--- config.mk ---
export PLATFORM = sky130hd
export DESIGN_NAME = multicycle_ctrl
export DESIGN_NICKNAME = d
export VERILOG_FILES = /design/src/rtl/multicycle_ctrl.sv
export SDC_FILE = /design/constraint.sdc
export NUM_CORES = 1
export LEC_CHECK = 0
export BUFFER_PORTS_ARGS = -buffer_cell sky130_fd_sc_hd__buf_2
export CAP_MARGIN = 20
export CORE_MARGIN = 4
export CORE_UTILIZATION = 25
export DETAILED_ROUTE_END_ITERATION = 12
export HOLD_SLACK_MARGIN = 0.05
export PLACE_DENSITY = 0.44
export SYNTH_ARGS = -nofsm -noshare
export SYNTH_HDL_FRONTEND = slang
export SYNTH_SLANG_ARGS = --single-unit
--- constraint.sdc ---
create_clock -name clk -period 4.75 [get_ports clk]
set_clock_uncertainty 0.1 [all_clocks]
set_input_delay 0.95 -clock clk [delete_from_list [all_inputs] [get_ports clk]]
set_output_delay 0.95 -clock clk [all_outputs]
set_load 0.05 [all_outputs]
--- src/rtl/multicycle_ctrl.sv ---
// Multi-cycle control sequencer for the addi/bne RV32I subset with a stallable imem fetch.
// Build option: define ILLEGAL_HALT_EN to trap unknown encodings into ERR instead of retiring them as NOPs.
//
// state   | meaning
// --------+--------------------------------------------------------------
// IDLE    | one cycle after reset release, all outputs quiet
// FETCH   | imem_req high, wait for imem_ready (bounded by MAX_WAIT)
// DECODE  | classify op/funct3 into kind_q
// EXECUTE | ALU/imm word driven, EQ captured into eq_q
// COMMIT  | PC (and for addi the register file) written, retire pulse
// ERR     | fault held until reset, no writes
module multicycle_ctrl #(
  parameter int MAX_WAIT = 16,
  parameter int CNT_W    = 8
) (
  input  logic       clk,
  input  logic       rst,
  input  logic [6:0] op,
  input  logic [2:0] funct3,
  input  logic       EQ,
  input  logic       imem_ready,
  output logic       imem_req,
  output logic       IRWrite,
  output logic       PCWrite,
  output logic       PCsrc,
  output logic       RegWrite,
  output logic       ALUsrc,
  output logic [2:0] ALUctrl,
  output logic [1:0] ImmSrc,
  output logic       retire,
  output logic       fault
);

  localparam logic [2:0] S_IDLE    = 3'd0;
  localparam logic [2:0] S_FETCH   = 3'd1;
  localparam logic [2:0] S_DECODE  = 3'd2;
  localparam logic [2:0] S_EXECUTE = 3'd3;
  localparam logic [2:0] S_COMMIT  = 3'd4;
  localparam logic [2:0] S_ERR     = 3'd5;

  localparam logic [1:0] K_ILLEGAL = 2'd0;
  localparam logic [1:0] K_ADDI    = 2'd1;
  localparam logic [1:0] K_BNE     = 2'd2;

  localparam logic [CNT_W-1:0] WAIT_LAST = CNT_W'(MAX_WAIT - 1);

  logic [2:0]       state_q, state_d;
  logic [CNT_W-1:0] cnt_q, cnt_d;
  logic [1:0]       kind_q, kind_d;
  logic             eq_q, eq_d;
  logic [1:0]       kind_dec;

  always_comb begin
    kind_dec = K_ILLEGAL;
    if (op == 7'b0010011 && funct3 == 3'b000)
      kind_dec = K_ADDI;
    else if (op == 7'b1100011 && funct3 == 3'b001)
      kind_dec = K_BNE;
  end

  always_comb begin
    state_d = state_q;
    cnt_d   = cnt_q;
    kind_d  = kind_q;
    eq_d    = eq_q;
    case (state_q)
      S_IDLE: begin
        state_d = S_FETCH;
        cnt_d   = '0;
      end
      S_FETCH: begin
        // a ready arriving on the last allowed wait cycle still wins over the timeout
        if (imem_ready) begin
          state_d = S_DECODE;
          cnt_d   = '0;
        end else begin
          cnt_d = cnt_q + CNT_W'(1);
          if (cnt_q == WAIT_LAST)
            state_d = S_ERR;
        end
      end
      S_DECODE: begin
        kind_d = kind_dec;
`ifdef ILLEGAL_HALT_EN
        state_d = (kind_dec == K_ILLEGAL) ? S_ERR : S_EXECUTE;
`else
        state_d = S_EXECUTE;
`endif
      end
      S_EXECUTE: begin
        eq_d    = EQ;
        state_d = S_COMMIT;
      end
      S_COMMIT: state_d = S_FETCH;
      S_ERR:    state_d = S_ERR;
      default:  state_d = S_ERR;
    endcase
  end

  always_ff @(posedge clk or posedge rst) begin
    if (rst) begin
      state_q <= S_IDLE;
      cnt_q   <= '0;
      kind_q  <= K_ILLEGAL;
      eq_q    <= 1'b0;
    end else begin
      state_q <= state_d;
      cnt_q   <= cnt_d;
      kind_q  <= kind_d;
      eq_q    <= eq_d;
    end
  end

  // IRWrite follows imem_ready inside FETCH so the IR captures data on the ready cycle itself
  always_comb begin
    imem_req = 1'b0;
    IRWrite  = 1'b0;
    PCWrite  = 1'b0;
    PCsrc    = 1'b0;
    RegWrite = 1'b0;
    ALUsrc   = 1'b0;
    ALUctrl  = 3'b000;
    ImmSrc   = 2'b00;
    retire   = 1'b0;
    fault    = 1'b0;
    if (state_q == S_FETCH) begin
      imem_req = 1'b1;
      IRWrite  = imem_ready;
    end
    if (state_q == S_EXECUTE || state_q == S_COMMIT) begin
      if (kind_q == K_ADDI) begin
        ALUsrc = 1'b1;
      end else if (kind_q == K_BNE) begin
        ALUctrl = 3'b001;
        ImmSrc  = 2'b10;
      end
    end
    if (state_q == S_COMMIT) begin
      PCWrite  = 1'b1;
      retire   = 1'b1;
      RegWrite = (kind_q == K_ADDI);
      PCsrc    = (kind_q == K_BNE) && !eq_q;
    end
    if (state_q == S_ERR)
      fault = 1'b1;
  end

endmodule

# == After elaboration in Yosys (flattened, before gate mapping) ==
# Index checks and enable logic that the tools add are counted.
# classes
reduce_logical,9
n_eq_ne,12
add_sub_neg,1
mux,21
# ops
operator,count
$pmux W8 S2,1
$pmux W3 S4,1
$mux W1,11
$mux W2,5
$add A8 B1 Y8 const B,1
$eq A8 B4 Y1 const B,1
$mux W8,1
$eq A7 B5 Y1 const B,1
$eq A7 B7 Y1 const B,1
$eq A3 B1 Y1 const B,2
$eq A3 B2 Y1 const B,2
$eq A3 B3 Y1 const B,2
$logic_not A3 Y1,2
$mux W3,2
$logic_and A1 B1 Y1,3
$ne A3 B3 Y1 const B,1
$eq A2 B1 Y1 const B,1
$eq A2 B2 Y1 const B,1
$reduce_bool A2 Y1,1
$reduce_or A2 Y1,1
$logic_not A1 Y1,1
$logic_or A1 B1 Y1,1
# totals
output_inout_bits,13
ff_bits,14
word_cells,47

# == Longest topological paths before layout ==
# Gate-level depths: netlist of run 1.
# depth
ltp_word,4
mapped_depth,5
depth_no_buf,4

# == Worst setup path before layout of run 1 ==
# No wires, ideal clock.
# synth_timing
path_type,flip-flop to output port
startpoint,reg state_q[2]
endpoint,out ImmSrc[1]
path_buffers,2
arrival_time_ns,2.227
stages_incl_launch_ff,6
required_ns,3.700
slack_ns,1.473
path_cell_list,dfrtp_1 -> clkbuf_1 -> or3b_2 -> and2_1 -> nor2_1 -> buf_4
# synth_between
elab_chain_len,3
# synth_lines
item,line,rtl
from (decl),47,"logic [2:0] state_q, state_d;"
from (signal assigned),107,state_q <= state_d;
$eq A3 B2 Y1 or $eq A3 B3 Y1 (tied branches),130,if (state_q == S_EXECUTE || state_q == S_COMMIT) begin
$logic_or A1 B1 Y1 (*),130,
$mux W2 (*),130,
to (decl),29,"output logic [1:0] ImmSrc,"
# Every way passes the cells marked *; elsewhere a longest branch is shown, timed or not.

# == Worst setup path after layout of run 1 ==
# layout_timing
startpoint,reg state_q[0]
endpoint,out ImmSrc[1]
# The elaborated chain is that of the path after synthesis.

==> impl_metrics.prom, run 1 <==
# TYPE chip_impl_metric gauge
chip_impl_metric{name="drive_above_1_share",unit=""} 0.298
chip_impl_metric{name="seqPwrFrac",unit=""} 0.536
chip_impl_metric{name="wirelength",unit="mm"} 1.83
chip_impl_metric{name="post_synth_inst_count",unit=""} 94
chip_impl_metric{name="finalPower",unit="µW"} 223
chip_impl_metric{name="ant_nets",unit=""} 0
chip_impl_metric{name="placed_cells_incl_taps",unit=""} 154
chip_impl_info{name="outcome",value="finished, final reports clean"} 1
chip_impl_metric{name="synth.yosys.seq_area_share",unit=""} 0.416
chip_impl_metric{name="timing.reg2reg.setup_slack",unit="ns"} 2.88
chip_impl_metric{name="cts-buffers-inserted",unit=""} 3
chip_impl_metric{name="post_cts_resized",unit=""} 0
chip_impl_metric{name="insertedDiodeCount",unit=""} 0
chip_impl_metric{name="post_cts_hold_buffer_count",unit=""} 0
chip_impl_metric{name="die_area",unit="µm²"} 4360
chip_impl_metric{name="crit_fanout",unit=""} 14
chip_impl_metric{name="grt_pass1_wl",unit="mm"} 3.33
chip_impl_metric{name="antenna_found_initial",unit=""} 0
chip_impl_metric{name="start_util",unit=""} 0.269
chip_impl_metric{name="clock_power_share",unit=""} 0.388
chip_impl_info{name="startpoint_types",value="flip-flop"} 1
chip_impl_info{name="worstSetupPathType",value="reg2out"} 1
chip_impl_metric{name="dp.final_hpwl",unit="mm"} 1.38
chip_impl_metric{name="slew-limit-headroom",unit=""} 0.591
chip_impl_metric{name="static-leakage-power",unit="nW"} 0.447
chip_impl_metric{name="report.final.slew_viol_count",unit=""} 0
chip_impl_metric{name="nets",unit=""} 130
chip_impl_metric{name="clock_tree.buffer_depth",unit=""} 2
chip_impl_metric{name="port-buffer-count",unit=""} 23
chip_impl_metric{name="post-route-worst-setup-slack",unit="ns"} 1.81
chip_impl_metric{name="cts_num_sinks",unit=""} 14
chip_impl_metric{name="pin_count_of_the_biggest_net_entering_global_routing",unit=""} 15
chip_impl_metric{name="switching_share",unit=""} 0.232
chip_impl_metric{name="clock_tree.htree_level_count",unit=""} 1
chip_impl_metric{name="syn-cell-area",unit="µm²"} 842
chip_impl_metric{name="smallest_hold_slack",unit="ns"} 0.416
chip_impl_metric{name="routed_via_density",unit=""} 4.53
chip_impl_metric{name="final_weighted_congestion_in_routability_driven_placement",unit=""} 0.721
chip_impl_info{name="cts_tree",value="built"} 1
chip_impl_metric{name="grt_remaining_overflow",unit=""} 0
chip_impl_metric{name="p_comb_frac",unit=""} 0.076
chip_impl_metric{name="area_growth",unit="%"} 19.0
chip_impl_metric{name="final_report_hold_violation_count",unit=""} 0
chip_impl_metric{name="timing_worst_slew_pin_value",unit="ns"} 0.605
chip_impl_metric{name="die_x",unit="µm"} 66.0
chip_impl_metric{name="dr_total_vias",unit=""} 716
chip_impl_metric{name="num-fill-cells",unit=""} 331
chip_impl_metric{name="yosysUniqueCellTypes",unit=""} 34
chip_impl_metric{name="tns",unit="ns"} 0
chip_impl_metric{name="final.period_utilization",unit=""} 0.619
chip_impl_metric{name="finalSetupViolations",unit=""} 0
chip_impl_metric{name="final_core_utilization",unit=""} 0.320
chip_impl_metric{name="worst_ep_arrival_time",unit="ns"} 1.89
chip_impl_metric{name="floorplan.rows",unit=""} 20
chip_impl_metric{name="drv_cap",unit=""} 0
chip_impl_metric{name="io_pins",unit=""} 27
chip_impl_metric{name="floorplan.core_area",unit="µm²"} 3130
chip_impl_metric{name="internal-power",unit="µW"} 172
chip_impl_metric{name="power_density",unit="nW/µm²"} 223
chip_impl_metric{name="worstPathRequired",unit="ns"} 3.70
chip_impl_metric{name="avgSynthCellArea",unit="µm²"} 8.96
chip_impl_metric{name="finalCriticalPeriod",unit="ns"} 2.94
chip_impl_metric{name="postSynthRegisterBits",unit=""} 14
chip_impl_metric{name="grtUsageTotal",unit=""} 0.0979
chip_impl_metric{name="layoutNonFillerInstCount",unit=""} 158
chip_impl_metric{name="number_of_global_route_vias_before_repair",unit=""} 706
chip_impl_metric{name="finalInstanceArea",unit="µm²"} 1000
chip_impl_info{name="endpoint_kind",value="primary output"} 1
chip_impl_metric{name="drt_iter0_markers",unit=""} 43
chip_impl_metric{name="p_switching",unit="µW"} 51.7
chip_impl_info{name="unrepaired_setup_endpoints_after_global_routing",value="no"} 1
chip_impl_metric{name="placement.cell_area",unit="µm²"} 966
chip_impl_metric{name="postCtsSetupBuffers",unit=""} 0
chip_impl_metric{name="detail_route.first_pass.iterations",unit=""} 4
chip_impl_info{name="hold_path_class",value="reg2reg"} 1
chip_impl_metric{name="synth.yosys.warnings",unit=""} 0
chip_impl_metric{name="pre_cts_slack",unit="ns"} 2.12
chip_impl_metric{name="die_height",unit="µm"} 66.0
chip_impl_info{name="clock_tree.root_cell",value="clkbuf_4"} 1
chip_impl_metric{name="peakVddDrop",unit="V"} 0.0000769
chip_impl_metric{name="clkSlewWorstSetupHoldPaths",unit="ns"} 0.09
chip_impl_metric{name="fmax",unit="GHz"} 0.340
chip_impl_metric{name="clock_latency",unit="ns"} 0.28
chip_impl_metric{name="drc_errors",unit=""} 0
chip_impl_metric{name="post_detailed_route_wirelength_per_cell",unit="µm"} 11.6
[cell usage in the layout, fill, tap and decap left out, types with 2 or more instances in the layout]
master,instances
buf_2,23
dfrtp_1,14
nand2_1,8
nand3_1,6
o21ai_0,5
inv_1,4
a21oi_1,4
or4_1,4
nor2_1,4
nor3_1,3
o211ai_1,3
nand2b_1,3
conb_1,3
clkbuf_4,3
a22o_1,2
nor3b_1,2
mux2_2,2
or3b_2,2
and2_1,2
nand3b_1,2
o31ai_1,2
[Yosys cell counts]
library cell	n	area share
nor2b_1	1	0.0074
o211ai_1	3	0.027
nand4b_1	1	0.010
conb_1	1	0.0045
nor2_1	4	0.018
nor3b_1	2	0.018
or3_1	1	0.0074
clkbuf_1	3	0.013
a22o_1	2	0.021
nor4b_1	1	0.010
or4b_2	1	0.012
nor4_1	1	0.0074
or4_1	4	0.036
nand2b_1	3	0.022
or3b_2	2	0.021
buf_2	1	0.0059
nor3_1	3	0.018
nand4_1	1	0.0074
or2_2	1	0.0074
nand3_1	6	0.036
nand3b_1	2	0.018
o22ai_1	1	0.0074
o21ai_0	5	0.030
or4b_4	1	0.016
a21oi_1	4	0.024
o31ai_1	2	0.018
and3_1	1	0.0074
mux2_2	2	0.027
inv_1	4	0.018
buf_4	5	0.045
dfrtp_1	14	0.42
and2_1	2	0.015
ha_1	1	0.015
nand2_1	8	0.036
[metal layers]
layer  vias up  global-route usage  part of all wire
li1        371                   -                 -
met3         2              0.0153             0.043
met2        19               0.146              0.43
met4         0              0.0609             0.017
met5         -                   0                 0
met1       324               0.131              0.51
[path summary, 6_finish.rpt]
path / start / to / cells past startpoint
max in group asynchronous: rst / cnt_q[4] / 2
worst max register to register: state_q[1] / cnt_q[7] / 3
worst max-delay path: state_q[0] / ImmSrc[1] / 4
min in group asynchronous: rst / eq_q / 2
worst min-delay path: kind_q[1] / kind_q[1] / 2
worst min register to register: kind_q[1] / kind_q[1] / 2
[state kept, by name, indices dropped and copies added (netlist names)]
name	cells
cnt_q	8
kind_q	2
state_q	3
eq_q	1
[critical path: stages (launching register included)]
cell and delay (ns):
dfrtp_1 0.50, or3b_2 0.54, and2_1 0.17, nor2_1 0.11
buf_2 0.28
[layout make-up]
class | instances | area [µm²] | area share
clock buffers | 4 | 36.3 | 0.0362
inverters | 4 | 15.0 | 0.0150
multi-input cells | 69 | 430 | 0.429
flip-flops and latches | 14 | 350 | 0.350
well taps | 44 | 55.1 | 0.0549
repair buffers | 23 | 115 | 0.115
[cells by family after synthesis]
family                     after synthesis  synth area share
and+or+nand+nor                         46             0.330
AOI/OAI and AO/OA                       17             0.126
DFF                                     14             0.416
buffers and inverters                   13            0.0817
muxes                                    2            0.0267
adders and majority gates                1            0.0149
other                                    1           0.00445
[power by group through the flow]
stage	Combinational [mW]	Clock (mW)	Sequential, mW
after floorplan	0.0116	0	0.122
after global placement	0.0169	0	0.122
after detailed placement	0.0171	0	0.122
after CTS	0.0172	0.0902	0.120
after global routing	0.0190	0.0954	0.120
final	0.0169	0.0866	0.120
(Power assumes the default switching activity.)
==> run 2: changes to the inputs <==
--- a/config.mk
+++ b/config.mk
@@ -5,13 +5,14 @@
 export SDC_FILE = /design/constraint.sdc
 export NUM_CORES = 1
 export LEC_CHECK = 0
+export ABC_AREA = 1
 export BUFFER_PORTS_ARGS = -buffer_cell sky130_fd_sc_hd__buf_2
 export CAP_MARGIN = 20
 export CORE_MARGIN = 4
 export CORE_UTILIZATION = 25
 export DETAILED_ROUTE_END_ITERATION = 12
 export HOLD_SLACK_MARGIN = 0.05
-export PLACE_DENSITY = 0.44
+export PLACE_DENSITY = 0.45
 export SYNTH_ARGS = -nofsm -noshare
 export SYNTH_HDL_FRONTEND = slang
 export SYNTH_SLANG_ARGS = --single-unit
==> constraint.sdc (replaced) <==
create_clock -name clk -period 2.7 [get_ports clk]
set_clock_uncertainty 0.1 [all_clocks]
set_input_delay 0.54 -clock clk [delete_from_list [all_inputs] [get_ports clk]]
set_output_delay 0.54 -clock clk [all_outputs]
set_load 0.05 [all_outputs]
==> impl_metrics.prom, run 2 <==
# TYPE chip_impl_metric gauge
chip_impl_metric{name="post_detailed_route_wirelength_per_cell",unit="µm"} 9.86
chip_impl_info{name="post_synth_most_frequent_cells",value="25 x nand2_1, 21 x inv_1, 21 x nor2_1, 14 x dfrtp_1, 10 x nand3_1"} 1
chip_impl_metric{name="static-leakage-power",unit="nW"} 0.600
chip_impl_metric{name="post_cts_resized",unit=""} 0
chip_impl_metric{name="grtUsageTotal",unit=""} 0.0932
chip_impl_metric{name="timing_worst_slew_pin_value",unit="ns"} 0.542
chip_impl_metric{name="clock_tree.buffer_depth",unit=""} 2
chip_impl_info{name="startpoint_types",value="flip-flop"} 1
chip_impl_metric{name="finalInstanceArea",unit="µm²"} 1080
chip_impl_info{name="regToRegEndpoint",value="state_q[2]"} 1
chip_impl_metric{name="dp.final_hpwl",unit="mm"} 1.57
chip_impl_metric{name="insertedDiodeCount",unit=""} 0
chip_impl_metric{name="fmax",unit="GHz"} 0.460
chip_impl_metric{name="placement.cell_area",unit="µm²"} 1050
chip_impl_info{name="worstSetupPathType",value="reg2out"} 1
chip_impl_metric{name="clkSlewWorstSetupHoldPaths",unit="ns"} 0.08
chip_impl_metric{name="synth_compound_area_frac",unit=""} 0.0876
chip_impl_metric{name="port-buffer-count",unit=""} 23
chip_impl_info{name="largest-register",value="cnt_q"} 1
chip_impl_metric{name="synthArstFlopShare",unit=""} 1.00
chip_impl_metric{name="report.final.slew_viol_count",unit=""} 0
chip_impl_info{name="endpoint_kind",value="primary output"} 1
chip_impl_metric{name="postCtsSetupBuffers",unit=""} 0
chip_impl_metric{name="crit_fanout",unit=""} 5
chip_impl_metric{name="die_area",unit="µm²"} 4620
chip_impl_info{name="cp_top_family",value="flip-flops"} 1
chip_impl_metric{name="grt_pass1_wl",unit="mm"} 3.31
chip_impl_info{name="crit_path_top_delay_cell",value="dfrtp_1"} 1
chip_impl_metric{name="synth-edff-count",unit=""} 0
chip_impl_metric{name="start_util",unit=""} 0.263
chip_impl_metric{name="die_x",unit="µm"} 68.0
chip_impl_metric{name="io_pins",unit=""} 27
chip_impl_info{name="layout_top_registers",value="cnt_q: 8 flops, state_q: 3 flops, kind_q: 2 flops"} 1
chip_impl_metric{name="dr_total_vias",unit=""} 835
chip_impl_metric{name="power_density",unit="nW/µm²"} 329
chip_impl_info{name="largest_family_of_logic_cells_by_synthesized_area",value="simple AND/OR/NAND/NOR gates"} 1
chip_impl_info{name="outcome",value="finished, final reports clean"} 1
chip_impl_metric{name="postSynthRegisterBits",unit=""} 14
chip_impl_metric{name="timing.reg2reg.setup_slack",unit="ns"} 1.33
chip_impl_metric{name="finalSetupViolations",unit=""} 0
chip_impl_metric{name="post_synth_mux_area_share",unit=""} 0
chip_impl_info{name="reg_to_reg_startpoint",value="cnt_q[1]"} 1
chip_impl_metric{name="drc_errors",unit=""} 0
chip_impl_metric{name="finalCriticalPeriod",unit="ns"} 2.17
chip_impl_info{name="final_common_cell",value="nand2_1"} 1
chip_impl_metric{name="number_of_global_route_vias_before_repair",unit=""} 802
chip_impl_metric{name="synth_top_area_share",unit=""} 0.389
chip_impl_metric{name="routed_via_density",unit=""} 4.24
chip_impl_metric{name="cts_num_sinks",unit=""} 14
chip_impl_metric{name="pin_count_of_the_biggest_net_entering_global_routing",unit=""} 15
chip_impl_metric{name="clock_latency",unit="ns"} 0.27
chip_impl_metric{name="yosysUniqueCellTypes",unit=""} 23
chip_impl_info{name="layout.cells.most_common_list",value="25 x nand2_1, 23 x buf_2, 21 x inv_1, 21 x nor2_1, 14 x dfrtp_1"} 1
chip_impl_metric{name="worstPathRequired",unit="ns"} 2.06
chip_impl_metric{name="floorplan.core_area",unit="µm²"} 3420
chip_impl_metric{name="detail_route.first_pass.iterations",unit=""} 4
chip_impl_metric{name="ant_nets",unit=""} 0
chip_impl_info{name="synth_area_leader_cell",value="dfrtp_1"} 1
chip_impl_metric{name="yosys.area_share.adder",unit=""} 0.0139
chip_impl_metric{name="drv_cap",unit=""} 0
chip_impl_metric{name="drive_above_1_share",unit=""} 0.238
chip_impl_metric{name="path_buf_inv",unit=""} 1
chip_impl_metric{name="die_height",unit="µm"} 68.0
chip_impl_metric{name="slew-limit-headroom",unit=""} 0.638
chip_impl_metric{name="worst_ep_arrival_time",unit="ns"} 1.53
chip_impl_metric{name="peakVddDrop",unit="V"} 0.000110
chip_impl_metric{name="avgSynthCellArea",unit="µm²"} 7.03
chip_impl_metric{name="post_synth_inst_count",unit=""} 128
chip_impl_info{name="postSynth.topFlopCell",value="dfrtp_1"} 1
chip_impl_metric{name="drt_iter0_markers",unit=""} 38
chip_impl_metric{name="grt_remaining_overflow",unit=""} 0
chip_impl_info{name="clock_tree.root_cell",value="clkbuf_4"} 1
chip_impl_metric{name="floorplan.rows",unit=""} 21
chip_impl_metric{name="post_synth_xor_area_fraction",unit=""} 0
chip_impl_info{name="cts_tree",value="built"} 1
chip_impl_metric{name="wirelength",unit="mm"} 1.94
chip_impl_metric{name="syn-cell-area",unit="µm²"} 900
chip_impl_metric{name="largest_register_ff_count",unit=""} 8
chip_impl_metric{name="final_report_hold_violation_count",unit=""} 0
chip_impl_metric{name="final.period_utilization",unit=""} 0.805
chip_impl_info{name="crit_chain",value="nor2_1 > o21ai_0 > nor3_1 > buf_2"} 1
chip_impl_metric{name="synth.yosys.seq_area_share",unit=""} 0.389
chip_impl_info{name="synth.top_cells.by_area",value="dfrtp_1 39%, nand2_1 10%, inv_1 8.8%"} 1
chip_impl_metric{name="synth.yosys.warnings",unit=""} 0
chip_impl_metric{name="cpPeakStageDelay",unit="ns"} 0.46
chip_impl_metric{name="nets",unit=""} 168
chip_impl_metric{name="cts-buffers-inserted",unit=""} 3
chip_impl_metric{name="area_growth",unit="%"} 19.6
chip_impl_metric{name="post_cts_hold_buffer_count",unit=""} 0
chip_impl_metric{name="antenna_found_initial",unit=""} 0
chip_impl_metric{name="synthSimpleGateAreaFrac",unit=""} 0.367
chip_impl_info{name="synth_most_common_cell",value="nand2_1"} 1
chip_impl_metric{name="clock_tree.htree_level_count",unit=""} 1
chip_impl_metric{name="tns",unit="ns"} 0
chip_impl_info{name="hold_path_class",value="in2async"} 1
chip_impl_metric{name="worst_r2r_path_depth",unit=""} 5
chip_impl_metric{name="final_weighted_congestion_in_routability_driven_placement",unit=""} 0.799
chip_impl_info{name="unrepaired_setup_endpoints_after_global_routing",value="no"} 1
[run 2: worst register-to-register path, cell delays in order, from the launching register on]
cell and delay [ns]:
dfrtp_1 0.40, ha_1 0.23, inv_1 0.05, nor2_1 0.22, nand3_1 0.12, a21oi_1 0.17
[run 2: worst max path at each step]
stage               endpoint  cells after the start  startpoint  slack, ns
floorplan             ALUsrc                      3  state_q[0]       0.28
global placement     IRWrite                      4  state_q[1]       0.86
detailed placement    ALUsrc                      4  state_q[0]       0.83
CTS                   ALUsrc                      4  state_q[0]       0.50
global route           PCsrc                      4  state_q[0]       0.41
finish                ALUsrc                      4  state_q[0]       0.53
[run 2: metal layers]
metal	up-vias	GRT usage	part of all wire
li1	444	-	-
met1	374	0.113	0.49
met2	17	0.159	0.48
met3	0	0.0197	0.037
met4	0	0.0397	0
met5	-	0	0
[run 2: per-stage QoR]
stage	setup slack, ns	util	power [mW]	cells	hold slack, ns
floorplan	0.276	-	0.233	130	0.329
global placement	0.861	0.308	0.242	194	0.422
detailed placement	0.835	0.308	0.243	194	0.437
CTS	0.504	0.315	0.359	197	0.232
global route	0.413	0.315	0.374	197	0.242
finish	0.525	0.315	0.354	197	0.196
[run 2: cell families after synthesis]
family	after synthesis
AND/OR/NAND/NOR	71
buffers and inverters	28
flip-flops	14
AO/OA/AOI/OAI	13
adder cells (fa/ha/maj)	1
other	1
[run 2: final cells by class]
class | count | area [µm²]
sequential | 14 | 350
inverter | 23 | 86.3
timing repair buffer | 23 | 115
multi-input combinational | 88 | 444
clock buffer | 3 | 22.5
tap | 46 | 57.6
fill | 387 | 2340
[run 2: power by group]
part / switching, mW / internal, mW
combinational: 0.0199 / 0.00840
clock: 0.0642 / 0.0515
sequential: 0 / 0.209
total: 0.0842 / 0.269
